[config.mk]
export PLATFORM = sky130hd
export DESIGN_NAME = lsu_axil_bridge
export DESIGN_NICKNAME = d
export VERILOG_FILES = /design/src/rtl/lsu_axil_bridge_pkg.sv /design/src/rtl/lsu_lane_align.sv /design/src/rtl/lsu_axil_bridge.sv
export SDC_FILE = /design/constraint.sdc
export NUM_CORES = 1
export LEC_CHECK = 0
export BUFFER_PORTS_ARGS = -buffer_cell sky130_fd_sc_hd__buf_2
export CAP_MARGIN = 20
export CORE_AREA = 8 8 182 184
export CTS_CLUSTER_DIAMETER = 150
export DETAILED_ROUTE_END_ITERATION = 10
export DIE_AREA = 0 0 190 192
export GPL_TIMING_DRIVEN = 0
export PLACE_DENSITY = 0.8
export SLEW_MARGIN = 20
export SYNTH_ARGS = -nofsm -noshare
export SYNTH_HDL_FRONTEND = slang
export SYNTH_SLANG_ARGS = --single-unit
[constraint.sdc]
create_clock -name clk -period 5.93 [get_ports clk]
set_input_delay 0.593 -clock clk [delete_from_list [all_inputs] [get_ports clk]]
set_output_delay 0.593 -clock clk [all_outputs]
set_load 0.05 [all_outputs]
[src/rtl/lsu_axil_bridge_pkg.sv]
// Shared definitions for the LSU bus bridge and its lane aligner:
// LSU op encodings, bridge FSM states, AXI response codes and the
// base write-strobe helper.
package lsu_pkg;

  typedef enum logic [2:0] {
    LSU_B   = 3'b000,
    LSU_H   = 3'b001,
    LSU_W   = 3'b010,
    LSU_D   = 3'b011,
    LSU_BU  = 3'b100,
    LSU_HU  = 3'b101,
    LSU_WU  = 3'b110,
    LSU_ILL = 3'b111
  } lsu_op_e;

  typedef enum logic [2:0] {
    S_IDLE = 3'd0,
    S_AR   = 3'd1,
    S_R    = 3'd2,
    S_AWW  = 3'd3,
    S_B    = 3'd4,
    S_DONE = 3'd5
  } lsu_state_e;

  localparam logic [1:0] AXI_OKAY   = 2'b00;
  localparam logic [1:0] AXI_EXOKAY = 2'b01;
  localparam logic [1:0] AXI_SLVERR = 2'b10;
  localparam logic [1:0] AXI_DECERR = 2'b11;

  // Byte-enable mask for an access of 2**size bytes starting at lane 0.
  function automatic logic [7:0] base_strb(input logic [1:0] size);
    logic [7:0] m;
    case (size)
      2'd0:    m = 8'h01;
      2'd1:    m = 8'h03;
      2'd2:    m = 8'h0F;
      default: m = 8'hFF;
    endcase
    return m;
  endfunction

endpackage

[src/rtl/lsu_lane_align.sv]
// Combinational lane alignment between LSU-side (LSB-aligned) data and a
// 64-bit bus word.
//   op       : LSU op encoding (size in op[1:0], unsigned load in op[2])
//   offs     : byte offset within the bus word (addr[2:0])
//   st_data  : store data, LSB-aligned
//   st_wdata : store data shifted onto its byte lanes
//   st_wstrb : byte strobes for the store
//   ld_bus   : raw bus read word
//   ld_data  : load result shifted down and sign/zero-extended
module lsu_lane_align
  import lsu_pkg::*;
(
  input  logic [2:0]  op,
  input  logic [2:0]  offs,
  input  logic [63:0] st_data,
  output logic [63:0] st_wdata,
  output logic [7:0]  st_wstrb,
  input  logic [63:0] ld_bus,
  output logic [63:0] ld_data
);

  logic [5:0]  sh_amt;
  logic [63:0] ld_sh;

  assign sh_amt = {offs, 3'b000};

  always_comb begin
    st_wdata = st_data << sh_amt;
    st_wstrb = base_strb(op[1:0]) << offs;
    ld_sh    = ld_bus >> sh_amt;
    ld_data  = ld_sh;
    case (op)
      LSU_B:   ld_data = {{56{ld_sh[7]}},  ld_sh[7:0]};
      LSU_H:   ld_data = {{48{ld_sh[15]}}, ld_sh[15:0]};
      LSU_W:   ld_data = {{32{ld_sh[31]}}, ld_sh[31:0]};
      LSU_BU:  ld_data = {56'd0, ld_sh[7:0]};
      LSU_HU:  ld_data = {48'd0, ld_sh[15:0]};
      LSU_WU:  ld_data = {32'd0, ld_sh[31:0]};
      default: ld_data = ld_sh;
    endcase
  end

endmodule

[src/rtl/lsu_axil_bridge.sv]
// Bridges single load/store requests from the LSU onto an AXI4-Lite master.
//   clk, rst            : clock, asynchronous active-low reset
//   req_*               : request handshake (we, op, byte addr, LSB-aligned wdata)
//   resp_*              : response handshake (extended load data, error flag)
//   aw*/w*/b*/ar*/r*    : AXI4-Lite master channels, 8-byte aligned addresses
module lsu_axil_bridge
  import lsu_pkg::*;
#(
  parameter int unsigned DATA_WIDTH = 64,
  parameter int unsigned ADDR_WIDTH = 64
) (
  input  logic                  clk,
  input  logic                  rst,
  input  logic                  req_valid,
  output logic                  req_ready,
  input  logic                  req_we,
  input  logic [2:0]            req_op,
  input  logic [ADDR_WIDTH-1:0] req_addr,
  input  logic [DATA_WIDTH-1:0] req_wdata,
  output logic                  resp_valid,
  input  logic                  resp_ready,
  output logic [DATA_WIDTH-1:0] resp_rdata,
  output logic                  resp_err,
  output logic [ADDR_WIDTH-1:0] awaddr,
  output logic                  awvalid,
  input  logic                  awready,
  output logic [DATA_WIDTH-1:0] wdata,
  output logic [7:0]            wstrb,
  output logic                  wvalid,
  input  logic                  wready,
  input  logic [1:0]            bresp,
  input  logic                  bvalid,
  output logic                  bready,
  output logic [ADDR_WIDTH-1:0] araddr,
  output logic                  arvalid,
  input  logic                  arready,
  input  logic [DATA_WIDTH-1:0] rdata,
  input  logic [1:0]            rresp,
  input  logic                  rvalid,
  output logic                  rready
);

  lsu_state_e            state_q, state_d;
  logic                  we_q;
  logic [2:0]            op_q;
  logic [ADDR_WIDTH-1:0] addr_q;
  logic [DATA_WIDTH-1:0] wdata_q;
  logic [DATA_WIDTH-1:0] rdata_q;
  logic                  err_q;
  logic                  aw_done_q, w_done_q;
  logic                  misal, req_bad;
  logic [DATA_WIDTH-1:0] ld_data;

  always_comb begin
    misal = 1'b0;
    case (req_op[1:0])
      2'd1:    misal = req_addr[0];
      2'd2:    misal = |req_addr[1:0];
      2'd3:    misal = |req_addr[2:0];
      default: misal = 1'b0;
    endcase
    req_bad = (req_op == LSU_ILL) || (req_we && req_op[2]) || misal;
  end

  always_ff @(posedge clk or negedge rst) begin
    if (!rst) state_q <= S_IDLE;
    else      state_q <= state_d;
  end

  always_comb begin
    state_d = state_q;
    case (state_q)
      S_IDLE: if (req_valid) state_d = req_bad ? S_DONE : (req_we ? S_AWW : S_AR);
      S_AR:   if (arready)   state_d = S_R;
      S_R:    if (rvalid)    state_d = S_DONE;
      // Leave on the edge that completes the last outstanding handshake, so
      // B is the first cycle in which both are done.
      S_AWW:  if ((aw_done_q || awready) && (w_done_q || wready)) state_d = S_B;
      S_B:    if (bvalid)     state_d = S_DONE;
      S_DONE: if (resp_ready) state_d = S_IDLE;
      default: state_d = S_IDLE;
    endcase
  end

  always_ff @(posedge clk or negedge rst) begin
    if (!rst) begin
      we_q      <= 1'b0;
      op_q      <= '0;
      addr_q    <= '0;
      wdata_q   <= '0;
      rdata_q   <= '0;
      err_q     <= 1'b0;
      aw_done_q <= 1'b0;
      w_done_q  <= 1'b0;
    end else begin
      case (state_q)
        S_IDLE: if (req_valid) begin
          we_q      <= req_we;
          op_q      <= req_op;
          addr_q    <= req_addr;
          wdata_q   <= req_wdata;
          err_q     <= req_bad;
          aw_done_q <= 1'b0;
          w_done_q  <= 1'b0;
        end
        S_R: if (rvalid) begin
          rdata_q <= rdata;
          err_q   <= (rresp == AXI_SLVERR) || (rresp == AXI_DECERR);
        end
        S_AWW: begin
          if (awvalid && awready) aw_done_q <= 1'b1;
          if (wvalid && wready)   w_done_q  <= 1'b1;
        end
        S_B: if (bvalid) err_q <= (bresp == AXI_SLVERR) || (bresp == AXI_DECERR);
        default: ;
      endcase
    end
  end

  lsu_lane_align u_align (
    .op       (op_q),
    .offs     (addr_q[2:0]),
    .st_data  (wdata_q),
    .st_wdata (wdata),
    .st_wstrb (wstrb),
    .ld_bus   (rdata_q),
    .ld_data  (ld_data)
  );

  assign req_ready  = (state_q == S_IDLE);
  assign arvalid    = (state_q == S_AR);
  assign rready     = (state_q == S_R);
  assign awvalid    = (state_q == S_AWW) && !aw_done_q;
  assign wvalid     = (state_q == S_AWW) && !w_done_q;
  assign bready     = (state_q == S_B);
  assign resp_valid = (state_q == S_DONE);
  assign resp_err   = (state_q == S_DONE) && err_q;
  assign resp_rdata = ((state_q == S_DONE) && !we_q && !err_q) ? ld_data : '0;
  assign araddr     = {addr_q[ADDR_WIDTH-1:3], 3'b000};
  assign awaddr     = {addr_q[ADDR_WIDTH-1:3], 3'b000};

endmodule

# Word level (Yosys, flattened, before mapping)
# Index checks and enable logic that the tools add are counted.
[classes]
eq_ne = 28
shift = 3
n_mux = 22
reduce_logical = 32
[op_table]
columns = ["operator", "count"]
rows = [
  ["case mux 64 bit (6 select lines)", 1],
  ["two-way mux 64 bit", 1],
  ["<< shifter 64 x 6 -> 64 bit", 1],
  ["right shift 64 x 6 -> 64 bit", 1],
  ["case mux 8 bit (3 select lines)", 1],
  ["two-way mux 3 bit", 7],
  ["== test 3 bit (second input constant)", 6],
  ["case mux 3 bit (6 select lines)", 1],
  ["== test 2 bit (second input constant)", 7],
  ["inequality test 2 bit (second input constant)", 6],
  ["== test 3 x 2 -> 1 bit (second input constant)", 3],
  ["logical AND 1 bit", 9],
  ["<< shifter 8 x 3 -> 8 bit", 1],
  ["== test 3 x 1 -> 1 bit (second input constant)", 2],
  ["zero test 3 bit", 2],
  ["logical OR 1 bit", 6],
  ["two-way mux 1 bit", 6],
  ["case mux 1 bit (3 select lines)", 2],
  ["AND reduction 3 bit", 2],
  ["AND reduction 6 bit", 1],
  ["== test 2 x 1 -> 1 bit (second input constant)", 2],
  ["zero test 1 bit", 4],
  ["inequality test 2 x 1 -> 1 bit (second input constant)", 2],
  ["case mux 1 bit (2 select lines)", 2],
  ["other kinds (8)", 9],
]
[totals]
register_bits = 202
inputBits = 209
wordCells = 94

# Logic depth before layout (Yosys ltp)
# Gate-level depths: netlist (run 1).
[depth]
word_depth = 6
mapped_depth = 9
depth_no_buf = 5

# Hierarchy
# From an unflattened synthesis (run 1), not the netlist that was laid out.
[unflattened]
hier_cells = 1255
hier_area_um2 = 13584.3
[by_module_without_submodules]
columns = ["module", "n_inst", "cells_per_inst", "area_each_um2"]
rows = [
  ["lsu_axil_bridge", 1, 672, 9180.1],
  ["lsu_lane_align", 1, 583, 4404.2],
]

# Least setup slack after synthesis (run 1)
# No wires, ideal clock.
[synth_timing]
path_type = "register to output"
from = "register addr_q[0]"
to = "output resp_rdata[62]"
t_arrival_ns = 2.673
required_time_ns = 5.337
path_slack_ns = 2.664
path_stages_with_launch = 8
n_path_buf = 2
cell_sequence = "dfrtp_1 -> buf_6 -> buf_6 -> mux2i_1 -> a222oi_1 -> nand2_2 -> a21boi_4 -> a211oi_1"
[synth_between]
elab_chain_cells = 3
[synth_rtl]
columns = ["element", "line", "source"]
rows = [
  ["start: declaration", "lsu_axil_bridge.sv:46", "logic [ADDR_WIDTH-1:0] addr_q;"],
  ["start signal: assignment", "lsu_axil_bridge.sv:100", "addr_q <= req_addr;"],
  ["right shift 64 x 6 -> 64 bit", "lsu_lane_align.sv:30", "ld_sh = ld_bus >> sh_amt;"],
  ["case mux 64 bit (6 select lines)", "lsu_lane_align.sv:32", "case (op)"],
  ["two-way mux 64 bit", "lsu_axil_bridge.sv:138", "assign resp_rdata = ((state_q == S_DONE) && !we_q && !err_q) ? ld_data : '0;"],
  ["end: declaration", "lsu_axil_bridge.sv:22", "output logic [DATA_WIDTH-1:0] resp_rdata,"],
]
# Every way passes these cells.

# Final worst setup path (run 1)
[layout_timing]
from = "register addr_q[1]"
to = "output wdata[60]"
[layout_between]
elab_chain_cells = 1
[layout_rtl]
columns = ["element", "line", "source"]
rows = [
  ["<< shifter 64 x 6 -> 64 bit", "lsu_lane_align.sv:28", "st_wdata = st_data << sh_amt;"],
  ["end: declaration", "lsu_axil_bridge.sv:27", "output logic [DATA_WIDTH-1:0] wdata,"],
]
# Every way passes these cells.

==> results.tsv, run 1 <==
stage	metric	value	unit
sta	max-slew violation count	0	
min_path	worst min path class	primary input to register	
clock_tree	Reg clk slew, reported paths	60	ps
synthesis	commonest register cell after synthesis	dfrtp_1	
drt	First-pass DRT Iterations	5	
drt	DR DRC count	0	
clock_tree	clock tree from TritonCTS	done	
floorplan	FP Rows	64	
placement	PortBufs	472	
critical_path	required time of the critical path	5340	ps
synthesis	Synth cell types	48	
synthesis	sequential area share after synthesis	40.0	%
synthesis	Async S/R FF share, synth	100	%
clock_tree	root buffer cell	clkbuf_16	
sta	period utilization	69.7	%
synthesis	Post-synth top cells	mux2_2 (243), dfrtp_1 (202), nor2_1 (132)	
synthesis	post-synth top area share	40.0	%
grt	grt met3 use	6.63	%
drt	Antenna Nets Post-Route	0	
critical_path	CP Data Arrival Time	3540	ps
critical_path	crit start category	register	
sta	Min Hold Slack	285	ps
final_layout	Final #Nets	1935	
sta	Layout Skew	10.3	ps
grt	routing usage on met1	34.5	%
synthesis	EDFF count, synth	0	
drt	wire per inst	24.9	um
synthesis	synthesized cell area	0.0127	mm2
clock_tree	H-tree depth	1	
drt	Vias	11700	
sta	highest clock rate	242	MHz
floorplan	Initial Utilization	41.9	%
grt	met2 Use GR	46.2	%
grt	GR Overflow Total	0	
final_layout	post-route cell area	0.0164	mm2
clock_tree	CTS resizes	0	
sta	RSZ-0062 raised after global routing	no	
clock_tree	Max Root-Sink Buffers	3	
drt	Iteration-0 DRC Markers	819	
clock_tree	clock latency at the later pin of the worst-skew pair	540	ps
synthesis	top cells by area, synth	dfrtp_1 (40%), mux2_2 (22%), buf_4 (7.7%), mux2i_1 (6.9%), nor2_1 (3.9%)	
drt	vias per cell	5.47	
clock_tree	# clock sinks	202	
grt	pin count of the biggest net entering global routing	84	
placement	post-DP HPWL	42300	um
synthesis	Syn Area/Cell	10.4	um2
clock_tree	TritonCTS Buffers	25	
job	max cap viols	0	
sta	Worst slew margin	39.0	%
synthesis	most frequent cell after synthesis	mux2_2	
floorplan	Die W	190	um
synthesis	post-synth top area cell	dfrtp_1	
sta	Final Hold Fails	0	
final_layout	layout filler cell count	2709	
floorplan	full die area	0.0365	mm2
synthesis	Synth Warn #	0	
sta	Setup TNS	0	ps
grt	Most Crowded Layer GR	met2	
critical_path	crit path kind	register to output pin	
drt	drt total wl	53300	um
floorplan	CORE AREA	0.0302	mm2
sta	worst-margin pin slew	915	ps
critical_path	crit end category	output pin	
floorplan	Top Ports	481	
final_layout	Final Util	54.5	%
critical_path	Critical Path Fanout Max	10	
synthesis	#FFs+latches synth	202	
final_layout	Area Growth Syn to Fin	30.0	%
placement	Placed Area	0.0156	mm2
grt	antenna violations before repair	8	
clock_tree	post-CTS setup buffer count	0	
grt	global-route wire length before repair	78100	um
floorplan	Die Height	192	um
outcome	status	finished clean	
final_layout	share of cells above drive strength 1	54.4	%
placement	RePlAce Congestion	0.991	
grt	Tot GR Track Use	27.9	%
grt	vias in the first global route	12600	
sta	Setup Viol. Count Final	0	
synthesis	Syn Inst Count	1219	
sta	fin crit period	4130	ps
## critical path: stages (launching register included)
cell and delay, ps:
dfrtp_1 460, buf_2 310, buf_1 490, clkbuf_1 640, o21ai_0 430, mux2i_1 340, buf_2 320
## layout make-up
class | count | area, um2 | area share, %
multi-input combinational | 795 | 6200 | 37.7
sequential | 202 | 5050 | 30.7
timing repair buffer | 475 | 2440 | 14.8
buffer | 221 | 1400 | 8.49
clock buffer | 32 | 682 | 4.15
tap | 396 | 495 | 3.01
clock inverter | 11 | 156 | 0.951
inverter | 6 | 22.5 | 0.137
antenna | 3 | 7.51 | 0.0456
## timing repair
action / 4_1_cts / 5_1_grt
endpoints found under the setup margin: 0 / 0
hold buffers: 1 / 0
hold endpoints to repair: 11 / 0
## metal layers
layer / part of all wire (%) / wire length [um]
met3: 8.3 / 4420
met5: 0.086 / 46
met4: 4.4 / 2370
met2: 47 / 25200
met1: 40 / 21300
## stage by stage
step / worst slack [ps] / instances
CTS: 1830 / 2138
finish: 1800 / 2141
floorplan: 2660 / 1224
detailed placement: 2430 / 2094
global route: 1740 / 2140
global placement: 853 / 2092
## path summary, 6_finish.rpt
kind                               from          end  slack [ps]  cells after the start
max                           addr_q[1]    wdata[60]        1800                      6
min                        req_wdata[4]   wdata_q[4]         290                      2
max reg2reg                  state_q[2]  wdata_q[36]        3360                      5
min reg2reg                 wdata_q[57]  wdata_q[57]         510                      1
max in group asynchronous           rst  wdata_q[32]        4540                      3
min in group asynchronous           rst   addr_q[63]         580                      2
## cells by family after synthesis
kind of cell	Yosys count	share of synthesized area (%)
other	1	0.0296
AND/OR/NAND/NOR	248	8.48
buffers and inverters	227	11.2
flip-flops	202	40.0
multiplexers	338	29.9
AO/OA/AOI/OAI	203	10.4
## layout by cell type, fill, tap and decap left out, drive strengths merged, types with 3 or more instances in the layout
| master | netlist | layout |
|---|---|---|
| nor2b | 17 | 17 |
| mux2i | 87 | 87 |
| nor3 | 5 | 5 |
| inv | 5 | 7 |
| o2bb2ai | 15 | 15 |
| dfrtp | 202 | 202 |
| a21oi | 88 | 88 |
| nand2b | 5 | 5 |
| and3 | 5 | 5 |
| nand2 | 63 | 63 |
| a211oi | 13 | 13 |
| buf | 177 | 651 |
| clkbuf | 44 | 76 |
| and2 | 13 | 13 |
| clkinv | 1 | 7 |
| o32ai | 16 | 16 |
| bufinv | 0 | 3 |
| o21ai | 46 | 46 |
| o211ai | 7 | 7 |
| mux4 | 8 | 8 |
| diode | 0 | 3 |
| mux2 | 243 | 243 |
| o22ai | 3 | 3 |
| conb | 1 | 6 |
| nor2 | 132 | 132 |
## state kept, by name (all words and copies together) (netlist names)
name and flops:
addr_q 64, aw_done_q 1, err_q 1, op_q 3, rdata_q 64, state_q 3, w_done_q 1, wdata_q 64
we_q 1
Power of run 1 is not shown: default switching activity piles up to over one toggle a cycle in this logic, so the estimate is an artifact.
==> run 2, diff against run 1 <==
Settings changed: CORE_AREA 8 8 182 184 to 8 8 183 185, DIE_AREA 0 0 190 192 to 0 0 191 193, PLACE_DENSITY 0.8 to 0.79.
Clock period 5.93 ns to 4.2 ns, I/O delays scaled along.
==> run 2 against run 1 <==
First-iteration DRC count grew 17%; flip-flop and latch count is the same; via count shrank 0.44%; global-route usage is essentially flat; die area grew 1.0%; register-to-register slack lost 1700 ps; utilization shrank 0.57 points.
==> results.tsv, run 2 (synthesized netlist as in run 1, its figures left out) <==
stage	metric	value	unit	change
sta	Worst slew margin	35.9	%	was 39.0%
final_layout	most common cell after layout, fill and taps aside	buf_2		unchanged
floorplan	FP Rows	65		was 64
sta	max-slew violation count	0		unchanged
placement	Inst Count DP	2100		was 2094
floorplan	Initial Utilization	41.0	%	was 41.9%
drt	Vias	11700		about the same
drt	Iteration-0 DRC Markers	956		was 819
clock_tree	# clock sinks	202		unchanged
sta	Layout Skew	14.1	ps	was 10.3 ps
drt	drt total wl	53600	um	was 53300 um
job	max cap viols	0		unchanged
drt	vias per cell	5.43		was 5.47
sta	Setup Viol. Count Final	0		unchanged
sta	fin crit period	3960	ps	
floorplan	Top Ports	481		unchanged
clock_tree	Max Root-Sink Buffers	3		unchanged
clock_tree	CTS resizes	0		unchanged
critical_path	crit end category	output pin		unchanged
final_layout	leading cell types in the layout, fill and taps excluded	buf_2 (501), mux2_2 (243), dfrtp_1 (202), nor2_1 (132), buf_4 (129)		unchanged
grt	global-route wire length before repair	77600	um	was 78100 um
drt	DR DRC count	0		unchanged
clock_tree	H-tree depth	1		unchanged
sta	period utilization	94.2	%	
placement	post-DP HPWL	42300	um	about the same
final_layout	share of cells above drive strength 1	54.6	%	was 54.4%
floorplan	Die Height	193	um	was 192 um
clock_tree	clock tree from TritonCTS	done		unchanged
final_layout	Area Growth Syn to Fin	31.3	%	was 30.0%
grt	Tot GR Track Use	27.9	%	about the same
critical_path	crit start category	register		unchanged
placement	RePlAce Congestion	0.996		was 0.991
floorplan	CORE AREA	0.0308	mm2	was 0.0302 mm2
clock_tree	post-CTS setup buffer count	0		unchanged
sta	RSZ-0062 raised after global routing	no		unchanged
final_layout	non-filler cells, final	2146		was 2141
grt	GR Overflow Total	0		unchanged
drt	Antenna Nets Post-Route	0		unchanged
sta	Final Hold Fails	0		unchanged
drt	First-pass DRT Iterations	5		unchanged
drt	wire per inst	25.0	um	was 24.9 um
clock_tree	root buffer cell	clkbuf_16		unchanged
sta	worst-margin pin slew	961	ps	was 915 ps
critical_path	crit path kind	register to output pin		unchanged
final_layout	Final #Nets	1934		was 1935
sta	highest clock rate	253	MHz	
final_layout	layout filler cell count	2775		was 2709
floorplan	full die area	0.0369	mm2	was 0.0365 mm2
min_path	worst min path class	primary input to register		unchanged
final_layout	biggest regs	addr_q (64), rdata_q (64), wdata_q (64)		unchanged
outcome	status	finished clean		unchanged
grt	vias in the first global route	12300		was 12600
clock_tree	TritonCTS Buffers	24		was 25
critical_path	required time of the critical path	3780	ps	was 5340 ps
clock_tree	Hold Buf Count CTS	1		unchanged
floorplan	Die W	191	um	was 190 um
grt	pin count of the biggest net entering global routing	91		was 84
placement	PortBufs	472		unchanged
critical_path	CP Data Arrival Time	3540	ps	about the same
clock_tree	clock latency at the later pin of the worst-skew pair	540	ps	about the same
grt	antenna violations before repair	4		was 8
critical_path	Critical Path Fanout Max	10		unchanged
clock_tree	Reg clk slew, reported paths	70	ps	was 60 ps
## run 2: changes by cell type in the layout (fill, tap and decap cells not counted), sizes merged
cell / change
clkbuf: -4
inv: -1
clkinv: -3
bufinv: +7
clkinvlp: +1
diode: -1
## run 2: final timing paths
check,depth (start not counted),startpoint,slack [ps],endpoint
max in group asynchronous,4,rst,2640,rdata_q[14]
max,6,addr_q[1],240,wdata[58]
min,2,req_wdata[22],110,wdata_q[22]
max reg2reg,5,state_q[2],1640,wdata_q[25]
min reg2reg,1,wdata_q[57],510,wdata_q[57]
min in group asynchronous,2,rst,380,wdata_q[11]
## run 2: per-stage QoR
| stage | setup slack [ps] | hold slack, ps | area [um2] | TNS [ps] | utilization, % |
|---|---|---|---|---|---|
| 3_3_place_gp | -824 | 491 | 15500 | -159530 | 50.4 |
| 3_5_place_dp | 910 | 354 | 15600 | 0 | 50.6 |
| 2_1_floorplan | 1110 | 124 | 12700 | 0 | - |
| 4_1_cts | 326 | 99.6 | 16600 | 0 | 53.9 |
| 5_1_grt | 192 | 101 | 16600 | 0 | 53.9 |
| 6_report | 242 | 112 | 16600 | 0 | 53.9 |
## run 2: routing by layer
metal / vias to the layer above / routed length, um / global-route usage, %
li1: 5176 / - / -
met1: 5656 / 20700 / 34.5
met2: 689 / 25900 / 46.4
met3: 125 / 4820 / 6.46
met4: 4 / 2200 / 11.6
met5: - / 29 / 0
## run 2: critical path, cell delays in order, from the launching register on
cell,delay [ps]
dfrtp_1,460
buf_2,300
buf_1,470
clkbuf_1,610
o21ai_0,450
mux2i_1,380
buf_2,330
## run 2: cell type report
type	instances	area [um2]	share of cell area (%)
Timing Repair Buffer	475	2440	14.7
Multi-Input combinational cell	795	6200	37.3
Inverter	6	22.5	0.136
Tap cell	402	503	3.03
Sequential cell	202	5050	30.4
Antenna cell	2	5.00	0.0301
Clock inverter	15	335	2.02
Clock buffer	28	667	4.01
Buffer	221	1400	8.40
Power of run 2 is left out for the same reason.
